<file path="config.mk">
export PLATFORM = sky130hd
export DESIGN_NAME = uart_tx_mmio
export DESIGN_NICKNAME = d
export VERILOG_FILES = /design/src/rtl/uart_tx_mmio.sv
export SDC_FILE = /design/constraint.sdc
export NUM_CORES = 1
export LEC_CHECK = 0
export BUFFER_PORTS_ARGS = -buffer_cell sky130_fd_sc_hd__buf_2
export CAP_MARGIN = 20
export CELL_PAD_IN_SITES_DETAIL_PLACEMENT = 1
export CELL_PAD_IN_SITES_GLOBAL_PLACEMENT = 1
export CORE_MARGIN = 8
export CORE_UTILIZATION = 40
export CTS_CLUSTER_SIZE = 20
export DETAILED_ROUTE_END_ITERATION = 8
export GPL_TIMING_DRIVEN = 0
export PLACE_DENSITY = 0.8
export SYNTH_ARGS = -nofsm -noshare
export SYNTH_HDL_FRONTEND = slang
export SYNTH_SLANG_ARGS = --single-unit
export TNS_END_PERCENT = 100
</file>
<file path="constraint.sdc">
create_clock -name clk -period 7.26 [get_ports clk]
set_input_delay 0.726 -clock clk [delete_from_list [all_inputs] [get_ports clk]]
set_output_delay 0.726 -clock clk [all_outputs]
set_load 0.05 [all_outputs]
</file>
<file path="src/rtl/uart_tx_mmio.sv">
// uart_tx_mmio
// Memory-mapped 8N1 UART transmitter. The core stores bytes into a transmit
// FIFO through a small register window; a four-state FSM serializes them on
// tx, LSB first, at a programmable baud divisor.
//
// Ports
//   clk    system clock, rising edge
//   rst    asynchronous active-low reset
//   addr   byte offset inside the block (bits [3:2] decoded)
//   wdata  store data
//   wren   store strobe
//   rdata  load data, combinational from addr and current state
//   tx     serial line, registered, idle high
//   irq    high while the FIFO is empty and the transmitter is idle
//
// Register map (byte offsets)
//   0x0 TXDATA   write pushes wdata[7:0]; reads 0
//   0x4 STATUS   {count[8:4], overflow[3], empty[2], full[1], busy[0]}
//                writing 1 to bit 3 clears overflow
//   0x8 BAUDDIV  bits [15:0], writes of 0 ignored
//   0xC          unmapped
module uart_tx_mmio #(
    parameter int unsigned FIFO_DEPTH  = 8,
    parameter int unsigned DEFAULT_DIV = 434
) (
    input  logic        clk,
    input  logic        rst,
    input  logic [3:0]  addr,
    input  logic [31:0] wdata,
    input  logic        wren,
    output logic [31:0] rdata,
    output logic        tx,
    output logic        irq
);

    localparam int unsigned PW = $clog2(FIFO_DEPTH);
    localparam int unsigned CW = PW + 1;
    localparam logic [CW-1:0] FULL_CNT = CW'(FIFO_DEPTH);

    typedef enum logic [1:0] {
        ST_IDLE  = 2'd0,
        ST_START = 2'd1,
        ST_DATA  = 2'd2,
        ST_STOP  = 2'd3
    } state_t;

    // FIFO storage and bookkeeping
    logic [7:0]    mem_r [FIFO_DEPTH];
    logic [PW-1:0] wr_ptr_r;
    logic [PW-1:0] rd_ptr_r;
    logic [CW-1:0] count_r;
    logic [CW-1:0] count_s;

    // Control registers
    logic          ovf_r;
    logic [15:0]   baud_r;

    // Transmit FSM
    state_t        state_r;
    state_t        state_s;
    logic [7:0]    shift_r;
    logic [7:0]    shift_s;
    logic [15:0]   timer_r;
    logic [15:0]   timer_s;
    logic [15:0]   reload_r;
    logic [15:0]   reload_s;
    logic [2:0]    bit_idx_r;
    logic [2:0]    bit_idx_s;
    logic          tx_r;
    logic          tx_s;
    logic          irq_r;
    logic          irq_s;

    // Decode and handshake
    logic          sel_data_s;
    logic          sel_stat_s;
    logic          sel_div_s;
    logic          push_s;
    logic          push_ok_s;
    logic          drop_s;
    logic          pop_s;
    logic          full_s;
    logic          empty_s;
    logic          busy_s;
    logic [4:0]    count5_s;
    logic          unused_s;

    assign sel_data_s = (addr[3:2] == 2'b00);
    assign sel_stat_s = (addr[3:2] == 2'b01);
    assign sel_div_s  = (addr[3:2] == 2'b10);

    assign full_s   = (count_r == FULL_CNT);
    assign empty_s  = (count_r == {CW{1'b0}});
    assign busy_s   = (state_r != ST_IDLE);
    assign count5_s = 5'(count_r);

    // A push into a full FIFO still lands if the FSM pops on the same edge.
    assign push_s    = wren & sel_data_s;
    assign push_ok_s = push_s & (~full_s | pop_s);
    assign drop_s    = push_s & ~push_ok_s;

    assign unused_s = ^{addr[1:0], wdata[31:16]};

    assign tx  = tx_r;
    assign irq = irq_r;

    // Load data mux over the current register state
    always_comb begin
        rdata = 32'd0;
        case (addr[3:2])
            2'b00:   rdata = 32'd0;
            2'b01:   rdata = {23'd0, count5_s, ovf_r, empty_s, full_s, busy_s};
            2'b10:   rdata = {16'd0, baud_r};
            default: rdata = 32'd0;
        endcase
    end

    // Next FIFO occupancy from accepted pushes and pops
    always_comb begin
        count_s = count_r;
        if (push_ok_s && !pop_s) begin
            count_s = count_r + {{(CW-1){1'b0}}, 1'b1};
        end else if (pop_s && !push_ok_s) begin
            count_s = count_r - {{(CW-1){1'b0}}, 1'b1};
        end else begin
            count_s = count_r;
        end
    end

    // Transmit FSM next-state, bit timer and shift register
    always_comb begin
        state_s   = state_r;
        shift_s   = shift_r;
        timer_s   = timer_r;
        reload_s  = reload_r;
        bit_idx_s = bit_idx_r;
        pop_s     = 1'b0;
        case (state_r)
            ST_IDLE: begin
                if (!empty_s) begin
                    pop_s    = 1'b1;
                    shift_s  = mem_r[rd_ptr_r];
                    reload_s = baud_r;
                    timer_s  = baud_r - 16'd1;
                    state_s  = ST_START;
                end else begin
                    state_s  = ST_IDLE;
                end
            end
            ST_START: begin
                if (timer_r == 16'd0) begin
                    state_s   = ST_DATA;
                    bit_idx_s = 3'd0;
                    timer_s   = reload_r - 16'd1;
                end else begin
                    timer_s   = timer_r - 16'd1;
                end
            end
            ST_DATA: begin
                if (timer_r == 16'd0) begin
                    timer_s = reload_r - 16'd1;
                    shift_s = {1'b0, shift_r[7:1]};
                    if (bit_idx_r == 3'd7) begin
                        state_s = ST_STOP;
                    end else begin
                        bit_idx_s = bit_idx_r + 3'd1;
                    end
                end else begin
                    timer_s = timer_r - 16'd1;
                end
            end
            ST_STOP: begin
                if (timer_r == 16'd0) begin
                    // Back-to-back: the next start bit begins on this edge.
                    if (!empty_s) begin
                        pop_s    = 1'b1;
                        shift_s  = mem_r[rd_ptr_r];
                        reload_s = baud_r;
                        timer_s  = baud_r - 16'd1;
                        state_s  = ST_START;
                    end else begin
                        state_s  = ST_IDLE;
                    end
                end else begin
                    timer_s = timer_r - 16'd1;
                end
            end
            default: begin
                state_s = ST_IDLE;
            end
        endcase
    end

    // Line level and drained flag computed from next state so both register cleanly
    always_comb begin
        tx_s  = 1'b1;
        irq_s = (count_s == {CW{1'b0}}) && (state_s == ST_IDLE);
        case (state_s)
            ST_IDLE:  tx_s = 1'b1;
            ST_START: tx_s = 1'b0;
            ST_DATA:  tx_s = shift_s[0];
            ST_STOP:  tx_s = 1'b1;
            default:  tx_s = 1'b1;
        endcase
    end

    // FSM, FIFO pointers and control registers
    always_ff @(posedge clk or negedge rst) begin
        if (!rst) begin
            state_r   <= ST_IDLE;
            shift_r   <= 8'd0;
            timer_r   <= 16'd0;
            reload_r  <= 16'd0;
            bit_idx_r <= 3'd0;
            tx_r      <= 1'b1;
            irq_r     <= 1'b1;
            wr_ptr_r  <= {PW{1'b0}};
            rd_ptr_r  <= {PW{1'b0}};
            count_r   <= {CW{1'b0}};
            ovf_r     <= 1'b0;
            baud_r    <= 16'(DEFAULT_DIV);
        end else begin
            state_r   <= state_s;
            shift_r   <= shift_s;
            timer_r   <= timer_s;
            reload_r  <= reload_s;
            bit_idx_r <= bit_idx_s;
            tx_r      <= tx_s;
            irq_r     <= irq_s;
            count_r   <= count_s;
            if (push_ok_s) begin
                wr_ptr_r <= wr_ptr_r + {{(PW-1){1'b0}}, 1'b1};
            end
            if (pop_s) begin
                rd_ptr_r <= rd_ptr_r + {{(PW-1){1'b0}}, 1'b1};
            end
            // A dropped push wins over a clear on the same edge.
            if (drop_s) begin
                ovf_r <= 1'b1;
            end else if (wren && sel_stat_s && wdata[3]) begin
                ovf_r <= 1'b0;
            end
            if (wren && sel_div_s && (wdata[15:0] != 16'd0)) begin
                baud_r <= wdata[15:0];
            end
        end
    end

    // FIFO storage write port; contents are don't-care while count is zero
    always_ff @(posedge clk) begin
        if (push_ok_s) begin
            mem_r[wr_ptr_r] <= wdata[7:0];
        end
    end

endmodule

</file>
==> results.json <==
{
  "min_period_ps": 4150,
  "synthMuxAreaShare_pct": 10.8,
  "cp-end-kind": "register",
  "nNetsFinal": 759,
  "gp_congestion": 0.918,
  "routedWlPerCell_um": 22.3,
  "combPwrFrac_pct": 40.0,
  "crit_chain": "clkbuf_1, inv_1, ha_1, nand2b_1, nor2_1, clkbuf_1, clkbuf_1, o22a_1, ha_1, inv_1, nor4_1, a32o_1, nor2_1, nor4_1",
  "rr_worst_depth": 14,
  "cp_data_required_time_ps": 7530,
  "maxCapViolCount": 0,
  "postCtsSetupBuffers": 0,
  "synth_fa_ha_area_share_pct": 3.25,
  "postSynthAreaPerCell_um2": 11.7,
  "area_growth_pct": 15.8,
  "dr.pass1.iters": 5,
  "synth_compound_area_share_pct": 11.9,
  "dpl.hpwl_um": 15200,
  "drcViolationCount": 0,
  "final_cells": 943,
  "rr_endpoint": "irq",
  "syn_inst": 626,
  "fin_hold_ws_ps": 211,
  "cp_data_arrival_time_ps": 4420,
  "rows": 49,
  "status": "finished clean",
  "fmax_mhz": 241,
  "synth-xor-area-share_pct": 5.03,
  "rsz0062_at_grt": "false",
  "clk_latency_ps": 430,
  "p_switching_w": 0.00140,
  "clk_root_buffer_cell": "clkbuf_16",
  "p_int_w": 0.00206,
  "power_frac_seq_pct": 35.2,
  "period_share_pct": 57.2,
  "synth_top_area_share_pct": 26.3,
  "grt_overflow": 0,
  "grt_usage_pct": 19.0,
  "ant_nets": 0,
  "drive_gt1_share_pct": 22.1,
  "synth_top_family_by_area": "simple AND/OR/NAND/NOR gates",
  "fill_cells": 1916,
  "maxSlewViolCount": 0,
  "placedCellCount": 911,
  "worst_r2r_startpoint": "count_r[0]",
  "grt_pass1_vias": 5867,
  "swShare_pct": 40.6,
  "synth_area_leader_cell": "edfxtp_1",
  "crit_path_frequent_cell": "clkbuf_1",
  "cts_tree": "done",
  "hold_path.class": "primary input to async pin",
  "synth_seq_cells": 138,
  "die_y_um": 151,
  "powerDensity_nw_per_um2": 408,
  "cpLargestDelayFamily": "buffers and inverters",
  "ir_drop_mv": 0.239,
  "post_drt_via_cell_ratio": 5.91,
  "power_frac_clock_pct": 24.8,
  "crit_type": "register to register",
  "yosysSeqAreaShare_pct": 51.7,
  "worstSetupStartpoint": "count_r[0]",
  "start_kind": "register",
  "synth_edf_count": 64,
  "hold_buffers": 0,
  "h-tree-depth": 4,
  "synthTopCellsByArea": "edfxtp_1 (26%), dfrtp_1 (23%), mux4_2 (4.9%)",
  "async_flop_share_pct": 53.6,
  "grt_pass1_wl_um": 33400,
  "wl_um": 21100,
  "slowest_stage": "clkbuf_1",
  "worstPathMaxFanout": 10,
  "numCtsBuffers": 17,
  "netlist_area_um2": 7320,
  "start_util_pct": 40.7,
  "pin_count": 73,
  "antenna_found_initial": 0,
  "hold_viol": 0,
  "r2r_slack_ps": 3110,
  "cts.reportedPaths.clkPinSlew_ps": 60,
  "die_x_um": 151,
  "yosysWarnings": 0,
  "tns_ps": 0,
  "drt_iter0_drc": 349,
  "worst_clock_skew_ps": 10.1,
  "relSlewSlack_pct": 28.8,
  "diodes": 0,
  "num_vias": 5571,
  "setup_viol": 0,
  "max_stage_delay_ps": 490,
  "crit_buf_inv": 5,
  "grt_max_degree": 52,
  "portBuffers": 38,
  "yosys.cell_types.count": 72,
  "cts_resized": 0,
  "ys.flop_type": "dfrtp_1",
  "die-area_um2": 22900,
  "clock-sinks": 138,
  "cts_max_path_buffers": 2,
  "tightestPinTransition_ps": 1050,
  "core_area_um2": 18000,
  "synthSimpleGateAreaFrac_pct": 12.8,
  "p_leak_nw": 3.32
}
## per-stage QoR
stage	utilization, %	total power (W)	area [µm²]	setup slack [ps]
global placement	43.7	0.00248	7850	3430
floorplan	-	0.00217	7370	4340
CTS	47.2	0.00345	8470	3110
detailed placement	44.0	0.00258	7900	3140
global route	47.2	0.00363	8470	2770
finish	47.2	0.00346	8470	3110
## cell type report
cell class	count	area, µm²	share of cell area [%]
buffer	45	259	3.06
clock buffer	17	425	5.02
clock inverter	15	154	1.82
inverter	19	71.3	0.842
multi-input combinational	439	3260	38.5
sequential	138	3780	44.6
tap	229	287	3.38
timing repair buffer	41	235	2.78
## layer usage
layer | wire length (µm) | global-route usage [%] | share of wire (%) | up-vias
met5 | 0 | 0 | 0 | -
met2 | 10200 | 31.1 | 49 | 235
met4 | 461 | 6.83 | 2.2 | 0
met1 | 9020 | 24.6 | 43 | 2843
met3 | 1350 | 3.88 | 6.4 | 36
li1 | - | - | - | 2457
## placed cells by master (no fill, tap or decap), drive strengths merged, types with 4 or more instances in the layout
master / instances
dfrtp: 67
edfxtp: 64
buf: 63
nor2: 45
clkbuf: 40
nand2: 38
mux2: 28
inv: 28
a21oi: 27
o21ai: 25
xor2: 25
nor3: 21
a22oi: 20
ha: 19
xnor2: 17
mux4: 16
conb: 16
nor4: 15
nor2b: 12
nand3: 12
o22ai: 11
mux2i: 10
and2: 10
dfstp: 7
a22o: 6
nand4: 5
nand2b: 4
o31ai: 4
## power by group through the flow
stage               clock network [W]  logic [W]  registers, W
detailed placement                  0    0.00135       0.00122
global placement                    0    0.00128       0.00120
global route                 0.000889    0.00150       0.00124
CTS                          0.000863    0.00138       0.00121
finish                       0.000857    0.00138       0.00122
floorplan                           0   0.000997       0.00117
## sequential cells by signal (all words and copies together), names as in the netlist
signal	cells
mem_r	64
baud_r	16
reload_r	16
timer_r	16
shift_r	8
count_r	4
bit_idx_r	3
rd_ptr_r	3
wr_ptr_r	3
state_r	2
irq	1
ovf_r	1
tx	1
## cells in the mapped netlist (17+ instances only)
master,number
a21oi_1,26
a22oi_1,19
clkbuf_1,22
dfrtp_1,67
edfxtp_1,64
ha_1,19
inv_1,19
mux2_2,24
nand2_1,38
nor2_1,44
nor3_1,20
o21ai_0,25
xnor2_1,17
xor2_1,25
## kinds of logic after synthesis
kind of cell | Yosys count
buf+inv | 64
flops | 138
other cells | 1
xor+xnor | 42
mux | 54
fa+ha+maj | 19
compound gates | 128
simple gates | 180
## how the worst max path moves through the flow
stage               slack, ps  depth (start not counted)  endpoint
global route             2770                         14       irq
CTS                      3110                         14       irq
global placement         3430                         14       irq
floorplan                4340                          6  rdata[7]
detailed placement       3140                         14       irq
finish                   3110                         14       irq
(Power assumes the default switching activity.)
